### src/rtl/cpu_pkg.sv
// Shared definitions for the accumulator CPU: opcodes, register-reference bits,
// sequencer states and the control-strobe bundle consumed by the datapath.
package cpu_pkg;

    localparam logic [2:0] OP_NOP = 3'b000;
    localparam logic [2:0] OP_ADD = 3'b001;
    localparam logic [2:0] OP_LDA = 3'b010;
    localparam logic [2:0] OP_STA = 3'b011;
    localparam logic [2:0] OP_BUN = 3'b100;
    localparam logic [2:0] OP_RSV = 3'b101;
    localparam logic [2:0] OP_ISZ = 3'b110;
    localparam logic [2:0] OP_REG = 3'b111;

    localparam int unsigned IR_I   = 15;
    localparam int unsigned RR_CLA = 11;
    localparam int unsigned RR_CLE = 10;
    localparam int unsigned RR_CMA = 9;
    localparam int unsigned RR_LDI = 8;
    localparam int unsigned RR_CIR = 7;
    localparam int unsigned RR_CIL = 6;
    localparam int unsigned RR_INC = 5;
    localparam int unsigned RR_HLT = 0;

    typedef enum logic [2:0] {
        StIdle,
        StFetch0,
        StFetch1,
        StDecode,
        StIndirect,
        StExec,
        StHalt,
        StErr
    } state_e;

    typedef struct packed {
        logic fetch;
        logic read;
        logic execute;
        logic is_ind;
        logic is_dir;
        logic clr_ac;
        logic clr_e;
        logic comp_ac;
        logic load_ac;
        logic cir_r;
        logic cir_l;
        logic inc_ac;
        logic add;
        logic load;
        logic store;
        logic branch;
        logic isz;
    } ctrl_t;

endpackage

### src/rtl/instr_decoder.sv
// Combinational instruction decoder: maps an instruction word to its operation
// strobes; register-reference bits are priority-encoded, highest bit wins.
module instr_decoder
    import cpu_pkg::*;
(
    input  logic [15:0] ir_i,
    output ctrl_t       ctrl_o,
    output logic        is_mem_o,
    output logic        is_reg_o,
    output logic        is_hlt_o
);

    // Bits 4:1 carry no register-reference operation.
    logic unused_ir;
    assign unused_ir = ^ir_i[4:1];

    always_comb begin
        ctrl_o   = '0;
        is_mem_o = 1'b0;
        is_reg_o = 1'b0;
        is_hlt_o = 1'b0;
        case (ir_i[14:12])
            OP_ADD: begin ctrl_o.add    = 1'b1; is_mem_o = 1'b1; end
            OP_LDA: begin ctrl_o.load   = 1'b1; is_mem_o = 1'b1; end
            OP_STA: begin ctrl_o.store  = 1'b1; is_mem_o = 1'b1; end
            OP_BUN: begin ctrl_o.branch = 1'b1; is_mem_o = 1'b1; end
            OP_ISZ: begin ctrl_o.isz    = 1'b1; is_mem_o = 1'b1; end
            OP_REG: begin
                is_reg_o = 1'b1;
                if (ir_i[RR_CLA])      ctrl_o.clr_ac  = 1'b1;
                else if (ir_i[RR_CLE]) ctrl_o.clr_e   = 1'b1;
                else if (ir_i[RR_CMA]) ctrl_o.comp_ac = 1'b1;
                else if (ir_i[RR_LDI]) ctrl_o.load_ac = 1'b1;
                else if (ir_i[RR_CIR]) ctrl_o.cir_r   = 1'b1;
                else if (ir_i[RR_CIL]) ctrl_o.cir_l   = 1'b1;
                else if (ir_i[RR_INC]) ctrl_o.inc_ac  = 1'b1;
                else if (ir_i[RR_HLT]) is_hlt_o       = 1'b1;
            end
            default: ;  // OP_NOP and OP_RSV decode to nothing
        endcase
    end

endmodule

### src/rtl/control_sequencer.sv
// Instruction sequencer: steps fetch/decode/indirect/execute, holds execute
// strobes until the datapath completes, and traps execute hangs.
module control_sequencer
    import cpu_pkg::*;
#(
    parameter int unsigned EX_TIMEOUT = 15,
    parameter int unsigned CNT_W      = 16
) (
    input  logic             clk,
    input  logic             i_clr_reg,
    input  logic             i_start,
    input  logic [15:0]      i_ir,
    input  logic             i_ex_done,
    output logic             o_fetch,
    output logic             o_read,
    output logic             o_execute,
    output logic             o_is_ind,
    output logic             o_is_dir,
    output logic             o_clr_ac,
    output logic             o_clr_e,
    output logic             o_comp_ac,
    output logic             o_load_ac,
    output logic             o_cir_r,
    output logic             o_cir_l,
    output logic             o_inc_ac,
    output logic             o_add,
    output logic             o_load,
    output logic             o_store,
    output logic             o_branch,
    output logic             o_isz,
    output logic [2:0]       o_sc,
    output logic             o_halted,
    output logic             o_err,
    output logic [CNT_W-1:0] o_instr_cnt
);

    localparam int unsigned ToW = (EX_TIMEOUT > 1) ? $clog2(EX_TIMEOUT) : 1;

    state_e             state_q, state_d;
    logic [15:0]        ir_q, ir_d;
    logic [ToW-1:0]     to_q, to_d;
    logic [CNT_W-1:0]   cnt_q, cnt_d;
    ctrl_t              ctrl_q, ctrl_d, dec_ctrl;
    logic [2:0]         sc_q, sc_d;
    logic               halted_q, halted_d, err_q, err_d;
    logic               is_mem, is_reg, is_hlt;

    // Decode the word that will be in ir_q next cycle so outputs can be registered.
    instr_decoder u_dec (
        .ir_i     (ir_d),
        .ctrl_o   (dec_ctrl),
        .is_mem_o (is_mem),
        .is_reg_o (is_reg),
        .is_hlt_o (is_hlt)
    );

    always_comb begin
        state_d = state_q;
        ir_d    = ir_q;
        to_d    = '0;
        cnt_d   = cnt_q;
        if (state_q == StDecode) ir_d = i_ir;
        case (state_q)
            StIdle:     if (i_start) state_d = StFetch0;
            StFetch0:   state_d = StFetch1;
            StFetch1:   state_d = StDecode;
            StDecode: begin
                if (is_mem && ir_d[IR_I])  state_d = StIndirect;
                else if (is_reg && is_hlt) state_d = StHalt;
                else                       state_d = StExec;
            end
            StIndirect: state_d = StExec;
            StExec: begin
                if (!is_mem || i_ex_done) begin
                    state_d = StFetch0;
                    cnt_d   = cnt_q + 1'b1;
                end else if (to_q == ToW'(EX_TIMEOUT - 1)) begin
                    state_d = StErr;
                end else begin
                    state_d = StExec;
                    to_d    = to_q + 1'b1;
                end
            end
            default: ;  // StHalt and StErr are left only by reset
        endcase
    end

    always_comb begin
        ctrl_d   = '0;
        sc_d     = 3'd0;
        halted_d = (state_d == StHalt);
        err_d    = (state_d == StErr);
        case (state_d)
            StFetch0: begin ctrl_d.fetch = 1'b1; ctrl_d.read = 1'b1; end
            StFetch1: begin ctrl_d.fetch = 1'b1; sc_d = 3'd1; end
            StDecode: sc_d = 3'd2;
            StIndirect: begin ctrl_d.read = 1'b1; ctrl_d.is_ind = 1'b1; sc_d = 3'd3; end
            StExec: begin
                ctrl_d         = dec_ctrl;
                ctrl_d.execute = 1'b1;
                ctrl_d.is_dir  = is_mem;
                sc_d           = 3'd4;
            end
            default: ;
        endcase
    end

    always_ff @(posedge clk or posedge i_clr_reg) begin
        if (i_clr_reg) begin
            state_q  <= StIdle;
            ir_q     <= '0;
            to_q     <= '0;
            cnt_q    <= '0;
            ctrl_q   <= '0;
            sc_q     <= 3'd0;
            halted_q <= 1'b0;
            err_q    <= 1'b0;
        end else begin
            state_q  <= state_d;
            ir_q     <= ir_d;
            to_q     <= to_d;
            cnt_q    <= cnt_d;
            ctrl_q   <= ctrl_d;
            sc_q     <= sc_d;
            halted_q <= halted_d;
            err_q    <= err_d;
        end
    end

    assign o_fetch     = ctrl_q.fetch;
    assign o_read      = ctrl_q.read;
    assign o_execute   = ctrl_q.execute;
    assign o_is_ind    = ctrl_q.is_ind;
    assign o_is_dir    = ctrl_q.is_dir;
    assign o_clr_ac    = ctrl_q.clr_ac;
    assign o_clr_e     = ctrl_q.clr_e;
    assign o_comp_ac   = ctrl_q.comp_ac;
    assign o_load_ac   = ctrl_q.load_ac;
    assign o_cir_r     = ctrl_q.cir_r;
    assign o_cir_l     = ctrl_q.cir_l;
    assign o_inc_ac    = ctrl_q.inc_ac;
    assign o_add       = ctrl_q.add;
    assign o_load      = ctrl_q.load;
    assign o_store     = ctrl_q.store;
    assign o_branch    = ctrl_q.branch;
    assign o_isz       = ctrl_q.isz;
    assign o_sc        = sc_q;
    assign o_halted    = halted_q;
    assign o_err       = err_q;
    assign o_instr_cnt = cnt_q;

endmodule

### config.mk
export PLATFORM = sky130hd
export DESIGN_NAME = control_sequencer
export DESIGN_NICKNAME = d
export VERILOG_FILES = /design/src/rtl/cpu_pkg.sv /design/src/rtl/instr_decoder.sv /design/src/rtl/control_sequencer.sv
export SDC_FILE = /design/constraint.sdc
export NUM_CORES = 1
export LEC_CHECK = 0
export BUFFER_PORTS_ARGS = -buffer_cell sky130_fd_sc_hd__buf_2
export CAP_MARGIN = 30
export CORE_ASPECT_RATIO = 0.5
export CORE_MARGIN = 2
export CORE_UTILIZATION = 55
export CTS_BUF_LIST = sky130_fd_sc_hd__clkbuf_8
export DETAILED_ROUTE_END_ITERATION = 12
export GPL_TIMING_DRIVEN = 0
export PLACE_DENSITY = 0.78
export SLEW_MARGIN = 15
export SYNTH_ARGS = -nofsm -noshare
export SYNTH_HDL_FRONTEND = slang
export SYNTH_HIERARCHICAL = 1
export SYNTH_SLANG_ARGS = --single-unit
### constraint.sdc
create_clock -name clk -period 3.45 [get_ports clk]
set_clock_uncertainty 0.15 [all_clocks]
set_input_delay 0.69 -clock clk [delete_from_list [all_inputs] [get_ports clk]]
set_output_delay 0.69 -clock clk [all_outputs]
set_load 0.03 [all_outputs]
# Yosys cells after proc, flatten, opt, wreduce, memory -nomap -nowiden
# Cells that the tools add are included.
# totals
inputBits	20
ff_bits	61
# op_classes
n_reduce_logical	9
muxes	46
addsub	2
n_eq_ne	19
# ops
cell	n
1-bit 2-to-1 mux	28
3-bit equality test, second input constant	9
3-bit by 2-bit equality test with 1-bit output, second input constant	6
3-bit case mux with 6 select lines	1
16-bit by 1-bit adder with 16-bit output, second input constant	1
16-bit 2-to-1 mux	1
4-bit 2-to-1 mux	4
13-bit 2-to-1 mux	1
3-bit case mux with 4 select lines	1
3-bit by 1-bit equality test with 1-bit output, second input constant	3
3-bit 2-to-1 mux	3
2-bit 2-to-1 mux	4
7-bit 2-to-1 mux	1
6-bit 2-to-1 mux	1
5-bit 2-to-1 mux	1
5-bit OR reduction	1
4-bit by 1-bit adder with 4-bit output, second input constant	1
4-bit equality test, second input constant	1
2-bit OR reduction	2
3-bit zero test	1
1-bit logical AND	2
2-bit AND reduction	1
1-bit zero test	1
1-bit logical OR	1

# Depth between registers and ports, before layout
# logic_depth
word_depth	18
ltp_mapped	12
ltp_nobuf	9

# Cells and area by module
# Netlist, hierarchy kept.
# by_module_without_submodules
mod	cells_each	seq_area_each_um2	n_inst	area_each_um2
control_sequencer	189	1526.5	1	2516.2
instr_decoder	31	0.0	1	229.0

# Worst setup path after synthesis
# Ideal clock, no wire load.
# synth_timing
path_type	flip-flop to flip-flop
startpoint	register state_q[0]
endpoint	register sc_q[0], in the netlist o_sc[0]
path_buffers	3
path_slack_ps	461
period_less_slack_ps	2989
required_time_ps	3178
setup_ps	122
stages_incl_launch_ff	11
arrival_ps	2717
cell_sequence	dfrtp_1 buf_6 nand3b_4 buf_2 mux2_2 or4_4 nor4_4 a31o_2 a21boi_2 buf_6 a21oi_1
# synth_between
elab_cells_between_ends	39
classes_between	eq/ne (15); mux (18); reduce/logical (6)
# synth_lines
element	line	rtl
from (decl)	control_sequencer.sv:39	state_e state_q, state_d;
from (signal assigned)	control_sequencer.sv:110	state_q <= StIdle;
from (signal assigned)	control_sequencer.sv:119	state_q <= state_d;
3-bit by 2-bit equality test with 1-bit output (*)	control_sequencer.sv:62	if (state_q == StDecode) ir_d = i_ir;
16-bit 2-to-1 mux (*)	control_sequencer.sv:62	
net ir_d[10]	control_sequencer.sv:40	logic [15:0] ir_q, ir_d;
1-bit 2-to-1 mux (*)	instr_decoder.sv:31	else if (ir_i[RR_CLE]) ctrl_o.clr_e = 1'b1;
1-bit 2-to-1 mux (*)	instr_decoder.sv:30	if (ir_i[RR_CLA]) ctrl_o.clr_ac = 1'b1;
1-bit 2-to-1 mux (*)	instr_decoder.sv:22	case (ir_i[14:12])
net is_hlt	control_sequencer.sv:46	logic is_mem, is_reg, is_hlt;
1-bit logical AND (*)	control_sequencer.sv:69	else if (is_reg && is_hlt) state_d = StHalt;
2-bit 2-to-1 mux (*)	control_sequencer.sv:69	
2-bit 2-to-1 mux (*)	control_sequencer.sv:68	if (is_mem && ir_d[IR_I]) state_d = StIndirect;
3-bit case mux with 6 select lines (*)	control_sequencer.sv:63	case (state_q)
3-bit equality test or 3-bit by 2-bit equality test with 1-bit output (tied branches)	control_sequencer.sv:93	case (state_d)
3-bit case mux with 4 select lines (*)	control_sequencer.sv:93	
net sc_d[0]	control_sequencer.sv:44	logic [2:0] sc_q, sc_d;
to (signal assigned)	control_sequencer.sv:115	sc_q <= 3'd0;
to (signal assigned)	control_sequencer.sv:124	sc_q <= sc_d;
to (decl)	control_sequencer.sv:44	
# Mark *: on every way through the listed nets, which the timed path passes. The rest lies on a longest branch.
# A chain may end at the register's enable or synchronous reset.

==> out/summary.json <==
{
  "critical_path.max_fanout": {"value": 10},
  "timing_worst_setup_path_type": {"value": "flop to flop"},
  "ys_warn_count": {"value": 6},
  "crit_arrival": {"value": 3.34, "unit": "ns"},
  "clk_pin_slew_worst_paths": {"value": 0.10, "unit": "ns"},
  "finalHoldViolations": {"value": 0},
  "post_synth_inst_count": {"value": 208},
  "post_route_cells_drive_above_1_share": {"value": 37.1, "unit": "%"},
  "syn_area": {"value": 0.00255, "unit": "mm2"},
  "insertedDiodeCount": {"value": 0},
  "detailroute.via_count": {"value": 1732},
  "cts-root-buf": {"value": "sky130_fd_sc_hd__clkbuf_8"},
  "drt_drc_violations_left": {"value": 0},
  "grt.total_usage": {"value": 19.4, "unit": "%"},
  "vdd_ir_drop_max": {"value": 0.475, "unit": "mV"},
  "die-height": {"value": 52.1, "unit": "um"},
  "h-tree-depth": {"value": 2},
  "maxCapViolCount": {"value": 0},
  "hold_buffers": {"value": 0},
  "worst_hold_path_type": {"value": "input port to async pin"},
  "detail_route.vias_per_cell": {"value": 5.26},
  "coreArea": {"value": 0.00442, "unit": "mm2"},
  "rsz0062_at_grt": {"value": "false"},
  "worstReg2RegStart": {"value": "state_q[0]"},
  "power.static_leakage": {"value": 1.50, "unit": "nW"},
  "cp.required": {"value": 3.49, "unit": "ns"},
  "most-common-layout-cells": {"value": "sky130_fd_sc_hd__buf_2 (56), sky130_fd_sc_hd__dfrtp_1 (56), sky130_fd_sc_hd__nor3b_1 (17)"},
  "via_count_of_the_first_global_routing_pass": {"value": 1601},
  "slew_viol_final": {"value": 0},
  "power_per_standard_cell_area": {"value": 843, "unit": "mW/mm2"},
  "grt_overflow_total": {"value": 0},
  "clock_insertion_delay_worst_skew": {"value": 0.30, "unit": "ns"},
  "number_of_antenna_violations_at_the_first_check_in_global_routing": {"value": 0},
  "cts_tree": {"value": "done"},
  "initial_utilization": {"value": 57.6, "unit": "%"},
  "totalWireLength": {"value": 4700, "unit": "um"},
  "timing.final.crit_share": {"value": 95.7, "unit": "%"},
  "die_outline_area": {"value": 0.00523, "unit": "mm2"},
  "ant_nets": {"value": 0},
  "drt_iter0_drc": {"value": 38},
  "placementRows": {"value": 17},
  "r2r_slack": {"value": 0.15, "unit": "ns"},
  "wire_per_inst": {"value": 14.3, "unit": "um"},
  "final-setup-viol-count": {"value": 0},
  "setup.worst_path.start": {"value": "state_q[0]"},
  "chipWidth": {"value": 100, "unit": "um"},
  "timing.setup.tns": {"value": 0, "unit": "ns"},
  "final_period_minus_worst_setup_slack": {"value": 3.30, "unit": "ns"},
  "fill_cells": {"value": 335},
  "dpl-instance-area": {"value": 0.00291, "unit": "mm2"},
  "r2r-end": {"value": "o_cir_r"},
  "startpoint_type": {"value": "flop"},
  "io_buffer_count": {"value": 53},
  "post_synth.cell_area_avg": {"value": 12.3, "unit": "um2"},
  "stdcell_area": {"value": 0.00303, "unit": "mm2"},
  "grt_pass1_wl": {"value": 7780, "unit": "um"},
  "maximum_number_of_pins_on_one_net_before_global_route_repair": {"value": 40},
  "cts_setup_buffers": {"value": 0},
  "global_placement_routability_congestion": {"value": 0.842},
  "p_total": {"value": 2.55, "unit": "mW"},
  "cts_buffers": {"value": 5},
  "nets": {"value": 294},
  "dp_hpwl": {"value": 3410, "unit": "um"},
  "reg2regPathDepth": {"value": 10},
  "timing.fmax": {"value": 303, "unit": "MHz"},
  "crit_end": {"value": "o_cir_r"},
  "io-pin-count": {"value": 58},
  "cts_buffer_depth": {"value": 2},
  "status": {"value": "completed"},
  "end_kind": {"value": "flop"},
  "syn2layout_area_growth": {"value": 18.9, "unit": "%"},
  "numClockSinks": {"value": 56},
  "detail_route.first_pass.iterations": {"value": 4}
}
-- worst max-delay path: stages, from the launching register on --
cell and delay, ns:
sky130_fd_sc_hd__dfrtp_1 0.38, sky130_fd_sc_hd__buf_6 0.15, sky130_fd_sc_hd__nand3b_4 0.10, sky130_fd_sc_hd__buf_2 0.26, sky130_fd_sc_hd__mux2_2 0.42, sky130_fd_sc_hd__or4_4 0.59
sky130_fd_sc_hd__nor4_4 0.26, sky130_fd_sc_hd__a31o_2 0.23, sky130_fd_sc_hd__a21boi_2 0.38, sky130_fd_sc_hd__buf_6 0.20, sky130_fd_sc_hd__nor3b_1 0.06
-- flip-flops by register name, summed over array words and instances (netlist names), 3 cells and up --
name         flops
o_instr_cnt     16
ir_q            11
to_q             4
o_sc             3
state_q          3
-- per-stage QoR --
stage | utilization (%) | setup slack, ns | hold WS (ns) | std cells
global placement | 65.4 | 0.211 | 0.312 | 320
CTS | 68.4 | 0.124 | 0.205 | 329
detailed placement | 65.8 | 0.150 | 0.308 | 321
finish | 68.5 | 0.148 | 0.203 | 329
global route | 68.5 | 0.00479 | 0.214 | 329
floorplan | - | 0.513 | 0.303 | 210
-- worst min-delay path by stage --
stage	from	end
global placement	o_instr_cnt[15]	o_instr_cnt[15]
CTS	i_clr_reg	o_instr_cnt[5]
global route	i_clr_reg	o_instr_cnt[0]
detailed placement	o_instr_cnt[15]	o_instr_cnt[15]
floorplan	to_q[0]	to_q[0]
finish	i_clr_reg	o_instr_cnt[3]
-- repair_timing --
action                                  CTS  global route
endpoints found under the hold margin     0             0
endpoints found under the setup margin    0             4
gates resized for setup                   0             1
-- power breakdown --
part	internal, mW	switching, mW
Clock	0.219	0.211
Combinational	0.442	0.761
Sequential	0.834	0.0868
Total	1.50	1.06
-- routing by layer --
metal | track usage [%] | routed length (um) | vias to the layer above
met2 | 31.1 | 2140 | 40
met5 | 0 | 0 | -
li1 | - | - | 834
met4 | 4.79 | 31 | 0
met1 | 27.2 | 2330 | 854
met3 | 4.44 | 190 | 4
-- area by class of cell --
type / count / area (um2) / area share (%)
flip-flops and latches: 56 / 1400 / 46.2
multi-input cells: 133 / 1040 / 34.3
repair buffers: 54 / 285 / 9.41
plain buffers: 11 / 81.3 / 2.68
well taps: 57 / 71.3 / 2.35
clock buffers: 5 / 68.8 / 2.27
clock inverters: 3 / 46.3 / 1.53
inverters: 10 / 37.5 / 1.24
No activity file was read; power rests on OpenSTA's default activity.
